[config.mk]
export PLATFORM = sky130hd
export DESIGN_NAME = ex_muldiv_unit_flat
export DESIGN_NICKNAME = d
export VERILOG_FILES = /design/src/rtl/ex_muldiv_unit_pkg.sv /design/src/rtl/ex_muldiv_unit_if.sv /design/src/rtl/ex_muldiv_unit_divider.sv /design/src/rtl/ex_muldiv_unit.sv /design/src/flat_wrapper.sv
export SDC_FILE = /design/constraint.sdc
export NUM_CORES = 2
export LEC_CHECK = 0
export CAP_MARGIN = 15
export CORE_UTILIZATION = 40
export CTS_CLUSTER_SIZE = 14
export DETAILED_ROUTE_END_ITERATION = 10
export PLACE_DENSITY = 0.67
export SYNTH_ARGS = -nofsm -noshare
export SYNTH_HDL_FRONTEND = slang
export SYNTH_HIERARCHICAL = 1
export SYNTH_SLANG_ARGS = --single-unit
export TNS_END_PERCENT = 30
[constraint.sdc]
create_clock -name clk -period 8 [get_ports clk]
set_clock_uncertainty 0.2 [all_clocks]
set_input_delay 1.6 -clock clk [delete_from_list [all_inputs] [get_ports clk]]
set_output_delay 1.6 -clock clk [all_outputs]
set_load 0.01 [all_outputs]
[src/rtl/ex_muldiv_unit_pkg.sv]
// ex_muldiv_unit_pkg
//   Shared definitions for the M-extension multiply/divide execute unit:
//   func3 encodings, FSM state types, default operand width and small
//   func3 decode helpers.
package ex_muldiv_unit_pkg;

    localparam int unsigned XLEN_DEFAULT = 32;

    localparam logic [2:0] F3_MUL    = 3'b000;
    localparam logic [2:0] F3_MULH   = 3'b001;
    localparam logic [2:0] F3_MULHSU = 3'b010;
    localparam logic [2:0] F3_MULHU  = 3'b011;
    localparam logic [2:0] F3_DIV    = 3'b100;
    localparam logic [2:0] F3_DIVU   = 3'b101;
    localparam logic [2:0] F3_REM    = 3'b110;
    localparam logic [2:0] F3_REMU   = 3'b111;

    typedef enum logic [1:0] {
        ST_IDLE,
        ST_MUL,
        ST_DIV,
        ST_DONE
    } state_t;

    typedef enum logic [1:0] {
        DV_IDLE,
        DV_MAG,
        DV_ITER,
        DV_FIX
    } div_phase_t;

    // {rs1 signed, rs2 signed} for the multiply group.
    function automatic logic [1:0] mul_signs(input logic [2:0] f3);
        logic [1:0] s;
        s = 2'b00;
        case (f3)
            F3_MULH:          s = 2'b11;
            F3_MULHSU:        s = 2'b10;
            F3_MUL, F3_MULHU: s = 2'b00;
            default:          s = 2'b00;
        endcase
        return s;
    endfunction

    function automatic logic div_signed(input logic [2:0] f3);
        logic s;
        s = 1'b0;
        case (f3)
            F3_DIV, F3_REM:   s = 1'b1;
            F3_DIVU, F3_REMU: s = 1'b0;
            default:          s = 1'b0;
        endcase
        return s;
    endfunction

    function automatic logic is_rem(input logic [2:0] f3);
        return (f3 == F3_REM) || (f3 == F3_REMU);
    endfunction

endpackage

[src/rtl/ex_muldiv_unit_if.sv]
// ex_muldiv_unit_if
//   Issue/result handshake bundle between the ID/EX stage and the
//   multiply/divide unit.
//   in_valid/in_ready  : op handshake (in_func3, in_rs1, in_rs2, in_rd)
//   out_valid/out_ready: result handshake (out_result, out_rd)
//   master = issuing pipeline side, slave = the execute unit.
interface ex_muldiv_unit_if
    import ex_muldiv_unit_pkg::*;
#(
    parameter int unsigned XLEN = XLEN_DEFAULT,
    parameter int unsigned RD_W = 5
);
    logic            in_valid;
    logic            in_ready;
    logic [2:0]      in_func3;
    logic [XLEN-1:0] in_rs1;
    logic [XLEN-1:0] in_rs2;
    logic [RD_W-1:0] in_rd;
    logic            out_valid;
    logic            out_ready;
    logic [XLEN-1:0] out_result;
    logic [RD_W-1:0] out_rd;

    modport master (
        output in_valid, in_func3, in_rs1, in_rs2, in_rd, out_ready,
        input  in_ready, out_valid, out_result, out_rd
    );

    modport slave (
        input  in_valid, in_func3, in_rs1, in_rs2, in_rd, out_ready,
        output in_ready, out_valid, out_result, out_rd
    );
endinterface

[src/rtl/ex_muldiv_unit_divider.sv]
// muldiv_divider
//   Iterative restoring divider, one quotient bit per cycle.
//   Cycle after start: operand magnitudes; then XLEN iterations; then a
//   fixup cycle where done=1 and quot/rem carry the signed results.
//   Ports: clk, rst_n (async, active-low), kill (abandon op), start
//   (latch dividend/divisor/is_signed), done, quot, rem.
//   Divide by zero yields quot = all ones, rem = dividend; the signed
//   overflow case falls out of the magnitude arithmetic naturally.
module muldiv_divider
    import ex_muldiv_unit_pkg::*;
#(
    parameter int unsigned XLEN = XLEN_DEFAULT
) (
    input  logic            clk,
    input  logic            rst_n,
    input  logic            kill,
    input  logic            start,
    input  logic            is_signed,
    input  logic [XLEN-1:0] dividend,
    input  logic [XLEN-1:0] divisor,
    output logic            done,
    output logic [XLEN-1:0] quot,
    output logic [XLEN-1:0] rem
);
    localparam int unsigned CW = $clog2(XLEN);

    div_phase_t      phase;
    logic [XLEN-1:0] acc_q;   // dividend magnitude; quotient bits shift in from the bottom
    logic [XLEN-1:0] dvs_q;
    logic [XLEN-1:0] rem_q;
    logic            a_neg;
    logic            b_neg;
    logic            b_zero;
    logic [CW-1:0]   cnt;

    logic [XLEN:0]   shifted;
    logic [XLEN:0]   diff;
    logic            qbit;

    // rem_q < divisor always holds, so the trial difference fits in XLEN+1
    // bits and its MSB is a clean borrow flag.
    always_comb begin
        shifted = {rem_q, acc_q[XLEN-1]};
        diff    = shifted - {1'b0, dvs_q};
        qbit    = ~diff[XLEN];
    end

    always_comb begin
        done = (phase == DV_FIX);
        if (b_zero) begin
            quot = '1;
        end else if (a_neg ^ b_neg) begin
            quot = -acc_q;
        end else begin
            quot = acc_q;
        end
        rem = a_neg ? -rem_q : rem_q;
    end

    always_ff @(posedge clk or negedge rst_n) begin
        if (!rst_n) begin
            phase  <= DV_IDLE;
            acc_q  <= '0;
            dvs_q  <= '0;
            rem_q  <= '0;
            a_neg  <= 1'b0;
            b_neg  <= 1'b0;
            b_zero <= 1'b0;
            cnt    <= '0;
        end else if (kill) begin
            phase <= DV_IDLE;
        end else if (start) begin
            acc_q  <= dividend;
            dvs_q  <= divisor;
            a_neg  <= is_signed & dividend[XLEN-1];
            b_neg  <= is_signed & divisor[XLEN-1];
            b_zero <= (divisor == '0);
            phase  <= DV_MAG;
        end else begin
            case (phase)
                DV_MAG: begin
                    acc_q <= a_neg ? -acc_q : acc_q;
                    dvs_q <= b_neg ? -dvs_q : dvs_q;
                    rem_q <= '0;
                    cnt   <= '0;
                    phase <= DV_ITER;
                end
                DV_ITER: begin
                    rem_q <= qbit ? diff[XLEN-1:0] : shifted[XLEN-1:0];
                    acc_q <= {acc_q[XLEN-2:0], qbit};
                    cnt   <= cnt + CW'(1);
                    if (cnt == CW'(XLEN - 1)) begin
                        phase <= DV_FIX;
                    end
                end
                DV_FIX:  phase <= DV_IDLE;
                default: phase <= DV_IDLE;
            endcase
        end
    end
endmodule

[src/rtl/ex_muldiv_unit.sv]
// ex_muldiv_unit
//   Multi-cycle RISC-V M-extension execute unit (MUL/MULH/MULHSU/MULHU,
//   DIV/DIVU/REM/REMU) beside the single-cycle ALU.
//   Ports: clk, rst_n (async, active-low), flush (kill in-flight op),
//   busy (not IDLE), bus (slave side of ex_muldiv_unit_if).
//   Multiply: result valid MUL_STAGES cycles after accept.
//   Divide:   result valid XLEN+2 cycles after accept.
//   Result and rd are held with out_valid until out_ready.
module ex_muldiv_unit
    import ex_muldiv_unit_pkg::*;
#(
    parameter int unsigned XLEN       = XLEN_DEFAULT,
    parameter int unsigned MUL_STAGES = 2,
    parameter int unsigned RD_W       = 5
) (
    input  logic           clk,
    input  logic           rst_n,
    input  logic           flush,
    output logic           busy,
    ex_muldiv_unit_if.slave bus
);
    localparam int unsigned CW = $clog2(MUL_STAGES + 1);

    state_t            state;
    logic [2:0]        f3_q;
    logic [XLEN-1:0]   op_a;
    logic [XLEN-1:0]   op_b;
    logic [RD_W-1:0]   rd_q;
    logic [CW-1:0]     mul_cnt;
    logic              accept;

    logic [1:0]        sg;
    logic [2*XLEN-1:0] a_x;
    logic [2*XLEN-1:0] b_x;
    logic [2*XLEN-1:0] prod_c;
    logic [2*XLEN-1:0] prod_out;

    logic              div_done;
    logic [XLEN-1:0]   div_quot;
    logic [XLEN-1:0]   div_rem;

    assign bus.in_ready = (state == ST_IDLE);
    assign busy         = (state != ST_IDLE);
    assign accept       = bus.in_valid && bus.in_ready && !flush;

    // Extending both operands to 2*XLEN makes the modular product equal the
    // exact signed/unsigned product for every multiply flavour.
    always_comb begin
        sg     = mul_signs(f3_q);
        a_x    = {{XLEN{sg[1] & op_a[XLEN-1]}}, op_a};
        b_x    = {{XLEN{sg[0] & op_b[XLEN-1]}}, op_b};
        prod_c = a_x * b_x;
    end

    // Register stages behind the multiplier array; the result capture into
    // out_result is the last stage, so MUL_STAGES-1 registers sit here.
    generate
        if (MUL_STAGES == 1) begin : g_mul_comb
            assign prod_out = prod_c;
        end else begin : g_mul_pipe
            logic [2*XLEN-1:0] pipe [MUL_STAGES-1];
            always_ff @(posedge clk) begin
                pipe[0] <= prod_c;
                for (int unsigned i = 1; i < MUL_STAGES - 1; i++) begin
                    pipe[i] <= pipe[i-1];
                end
            end
            assign prod_out = pipe[MUL_STAGES-2];
        end
    endgenerate

    muldiv_divider #(
        .XLEN(XLEN)
    ) u_div (
        .clk       (clk),
        .rst_n     (rst_n),
        .kill      (flush),
        .start     (accept && bus.in_func3[2]),
        .is_signed (div_signed(bus.in_func3)),
        .dividend  (bus.in_rs1),
        .divisor   (bus.in_rs2),
        .done      (div_done),
        .quot      (div_quot),
        .rem       (div_rem)
    );

    always_ff @(posedge clk or negedge rst_n) begin
        if (!rst_n) begin
            state          <= ST_IDLE;
            f3_q           <= '0;
            op_a           <= '0;
            op_b           <= '0;
            rd_q           <= '0;
            mul_cnt        <= '0;
            bus.out_valid  <= 1'b0;
            bus.out_result <= '0;
            bus.out_rd     <= '0;
        end else if (flush) begin
            state         <= ST_IDLE;
            bus.out_valid <= 1'b0;
        end else begin
            case (state)
                ST_IDLE: begin
                    if (accept) begin
                        f3_q    <= bus.in_func3;
                        op_a    <= bus.in_rs1;
                        op_b    <= bus.in_rs2;
                        rd_q    <= bus.in_rd;
                        mul_cnt <= '0;
                        state   <= bus.in_func3[2] ? ST_DIV : ST_MUL;
                    end
                end
                ST_MUL: begin
                    if (mul_cnt == CW'(MUL_STAGES - 1)) begin
                        bus.out_result <= (f3_q == F3_MUL) ? prod_out[XLEN-1:0]
                                                           : prod_out[2*XLEN-1:XLEN];
                        bus.out_rd     <= rd_q;
                        bus.out_valid  <= 1'b1;
                        state          <= ST_DONE;
                    end else begin
                        mul_cnt <= mul_cnt + CW'(1);
                    end
                end
                ST_DIV: begin
                    if (div_done) begin
                        bus.out_result <= is_rem(f3_q) ? div_rem : div_quot;
                        bus.out_rd     <= rd_q;
                        bus.out_valid  <= 1'b1;
                        state          <= ST_DONE;
                    end
                end
                ST_DONE: begin
                    if (bus.out_ready) begin
                        bus.out_valid <= 1'b0;
                        state         <= ST_IDLE;
                    end
                end
                default: state <= ST_IDLE;
            endcase
        end
    end
endmodule

[src/flat_wrapper.sv]
// flat-port wrapper written by rule: the top's interface ports become plain ports
module ex_muldiv_unit_flat import ex_muldiv_unit_pkg::*;
#(
    parameter int unsigned XLEN       = XLEN_DEFAULT,
    parameter int unsigned MUL_STAGES = 2,
    parameter int unsigned RD_W       = 5
)
  (clk, rst_n, flush, busy, bus_in_valid, bus_in_func3, bus_in_rs1, bus_in_rs2, bus_in_rd, bus_out_ready, bus_in_ready, bus_out_valid, bus_out_result, bus_out_rd);
  ex_muldiv_unit_if #(.XLEN(XLEN), .RD_W(RD_W)) bus_i ();
  input  logic clk;
  input  logic rst_n;
  input  logic flush;
  output logic busy;
  input wire logic [$bits(bus_i.in_valid)-1:0] bus_in_valid;
  input wire logic [$bits(bus_i.in_func3)-1:0] bus_in_func3;
  input wire logic [$bits(bus_i.in_rs1)-1:0] bus_in_rs1;
  input wire logic [$bits(bus_i.in_rs2)-1:0] bus_in_rs2;
  input wire logic [$bits(bus_i.in_rd)-1:0] bus_in_rd;
  input wire logic [$bits(bus_i.out_ready)-1:0] bus_out_ready;
  output wire logic [$bits(bus_i.in_ready)-1:0] bus_in_ready;
  output wire logic [$bits(bus_i.out_valid)-1:0] bus_out_valid;
  output wire logic [$bits(bus_i.out_result)-1:0] bus_out_result;
  output wire logic [$bits(bus_i.out_rd)-1:0] bus_out_rd;
  assign bus_i.in_valid = bus_in_valid;
  assign bus_i.in_func3 = bus_in_func3;
  assign bus_i.in_rs1 = bus_in_rs1;
  assign bus_i.in_rs2 = bus_in_rs2;
  assign bus_i.in_rd = bus_in_rd;
  assign bus_i.out_ready = bus_out_ready;
  assign bus_in_ready = bus_i.in_ready;
  assign bus_out_valid = bus_i.out_valid;
  assign bus_out_result = bus_i.out_result;
  assign bus_out_rd = bus_i.out_rd;
  ex_muldiv_unit #(.XLEN(XLEN), .MUL_STAGES(MUL_STAGES), .RD_W(RD_W)) u_core (.clk(clk), .rst_n(rst_n), .flush(flush), .busy(busy), .bus(bus_i));
endmodule
==> results.yml <==
synth:
  synth_ff_type: "dfrtp_1"
  synth.cell_area_um2: 54070
  synth_top_family_by_area: "adder cells"
  synth_simple_gate_area_share_pct: 14.72
  synth_xor_area_share_pct: 2.284
  synth.avg_cell_area_um2: 9.020
  async_flop_share_pct: 77.46
  yosysWarningCount: 6
  synth.area.mux_share_pct: 3.612
  syn_nets: 7455
  netlist_instances: 5995
  synthAdderAreaFrac_pct: 47.63
  ys_seq_area_share_pct: 12.55
  synthDistinctLibCells: 90
  synth_edf_count: 0
  synth_compound_area_share_pct: 8.036
  synth_seq_cells: 284
sta:
  fin_hold_ws_ns: 0.2751
  fin_crit_ns: 7.861
  finalHoldViolations: 0
  rsz0062_at_grt: "true"
  tightest_slew_ns: 1.110
  maxClockFrequency_ghz: 0.1272
  slew_headroom_pct: 25.98
  setup_violations: 0
  drv_slew: 0
  fin_crit_sh_pct: 98.26
finish:
  nFillCells: 12710
  diodes: 0
  area_growth_pct: 12.13
  final_common_cell: "inv_1"
  drive_above_1_share_pct: 9.715
  final_nets: 7510
  fin_area_um2: 60630
  final_cell_mix: "inv_1, fa_1, nand2_1"
drt:
  viasPerCell: 5.353
  wl_met2_um: 77340
  num_vias: 41970
  wl_met3_um: 12900
  met1_length_um: 66980
  drc: 13
  ant_nets: 0
  wl_per_cell_um: 20.83
  finalWirelength_um: 163400
  drt_iter0_markers: 3550
  top_layer: "met4"
  drt-pass1-iter-count: 9
setup_path:
  critPathSlowestCell: "fa_2"
  cp_slowest_stage_delay_ns: 0.59
  r2r-end: "u_core/g_mul_pipe.pipe[0][62]"
  crit_start: "u_core/f3_q[1]"
  start_kind: "register"
  crit_end: "u_core/g_mul_pipe.pipe[0][62]"
  endpoint_kind: "register"
  cp_max_fo: 8
  criticalPathCategory: "reg -> reg"
  rr_startpoint: "u_core/f3_q[1]"
  cp_common_cell: "fa_1"
  r2r_cells: 30
  cp.required_ns: 8.25
  arrival_ns: 8.11
  r2r_slack_ns: 0.14
run:
  cap_violations: 0
clock_network:
  cts_tree: "built"
  numClockSinks: 284
  path_clk_slew_ns: 0.06
  hold_buffers: 0
  cts_max_level: 2
  cts.path.max_buffers: 3
  clock_latency_ns: 0.57
  cts_buffers: 35
  ctsRootBufferMaster: "clkbuf_16"
placed_design:
  gp_congestion: 0.9581
  dp_hpwl_um: 128400
  dpl-instance-area_um2: 58700
  port_buffers: 116
floorplanning:
  start_util_pct: 40.42
  core_um2: 133800
  die_h_um: 369.7
  die-area_um2: 136700
  io_pins: 117
  die_width_um: 369.7
  num_rows: 134
worst_hold_path:
  worstHoldPathType: "reg -> reg"
  hold_depth: 2
grt:
  grt_pass1_vias: 44720
  grt_max_degree: 122
  grt_pass1_wl_um: 258700
  antenna_found_initial: 7
  grt_overflow: 0
  grt_usage_pct: 24.49
outcome:
  violations: "DRC"
  status: "finished with violations"
-- critical path: cells and delay by family (launching register included) --
kind            cells  cell delay [ns]
compound gates      5             0.87
xor+xnor            1             0.16
fa+ha+maj           9             4.29
simple gates        6             0.94
flops               1             0.41
buf+inv             9             0.86
-- state kept, by name, summed over array words and instances, names as in the netlist --
name and count:
u_core/bus.out_rd 5, u_core/bus.out_result 32, u_core/bus.out_valid 1, u_core/f3_q 3, u_core/g_mul_pipe.pipe 64, u_core/mul_cnt 2, u_core/op_a 32, u_core/op_b 32
u_core/rd_q 5, u_core/state 2, u_core/u_div/a_neg 1, u_core/u_div/acc_q 32, u_core/u_div/b_neg 1, u_core/u_div/b_zero 1, u_core/u_div/cnt 5, u_core/u_div/dvs_q 32
u_core/u_div/phase 2, u_core/u_div/rem_q 32
-- how the worst min path moves through the flow --
stage | startpoint | slack, ns | endpoint
5_1_grt | u_core/bus.out_result[22] | 0.31 | u_core/bus.out_result[22]
3_5_place_dp | u_core/u_div/cnt[4] | 0.27 | u_core/u_div/cnt[4]
4_1_cts | u_core/u_div/cnt[4] | 0.28 | u_core/u_div/cnt[4]
2_1_floorplan | u_core/u_div/cnt[4] | 0.25 | u_core/u_div/cnt[4]
6_report | u_core/u_div/cnt[4] | 0.28 | u_core/u_div/cnt[4]
3_3_place_gp | u_core/u_div/cnt[4] | 0.26 | u_core/u_div/cnt[4]
-- routing by layer --
metal	track usage (%)	vias up
met5	0	-
met4	8.249	0
met3	3.519	296
met2	40.65	1718
met1	32.73	21630
li1	-	18330
-- area by class of cell --
cell class              count  area (um^2)  share of cell area, %
clock buffers              47         1003                  1.655
clock inverters            13        190.2                 0.3137
inverters                1244         4682                  7.722
multi-input cells        4113        41850                  69.02
flip-flops and latches    284         6788                  11.19
well taps                1768         2212                  3.648
repair buffers            372         3906                  6.442
-- synth_stat cells, types with 52 or more instances --
cell type,n,area (um^2)
dfxtp_1,64,1281
nand2_1,940,3528
xnor2_1,108,945.9
mux2i_1,68,680.7
nor2_1,162,608.1
fa_1,1126,22540
a21oi_1,193,965.9
dfrtp_1,220,5505
mux2_2,113,1272
inv_1,1243,4666
clkbuf_1,331,1242
nor3_1,52,260.3
and2_1,316,1977
o21ai_0,230,1151
ha_1,257,3216
-- per-stage QoR --
step / utilization [%] / TNS (ns) / cells / worst slack [ns]
3_5_place_dp: 43.87 / -0.9613 / 7765 / -0.2213
4_1_cts: 44.80 / 0 / 7825 / 0.004484
2_1_floorplan: - / 0 / 5995 / 0.08304
5_1_grt: 45.32 / -0.5116 / 7841 / -0.1156
6_report: 45.32 / 0 / 7841 / 0.1391
3_3_place_gp: 43.87 / -0.005818 / 7765 / -0.005818
-- cell families after synthesis --
| kind of cell | count (synthesis) |
|---|---|
| simple gates | 1707 |
| compound gates | 701 |
| fa+ha+maj | 1383 |
| mux | 181 |
| flops | 284 |
| xor+xnor | 141 |
| buf+inv | 1598 |
-- what timing repair did --
item / in CTS / in global routing
buffers inserted: 0 / 16
endpoints found under the setup margin: 11 / 26
endpoints found under the hold margin: 0 / 0
gates resized for setup: 12 / 141
pin swaps: 6 / 73
Power is left out: the tool's default activity adds up to more than one toggle a clock period on the data nets, which glitch-free logic cannot reach.
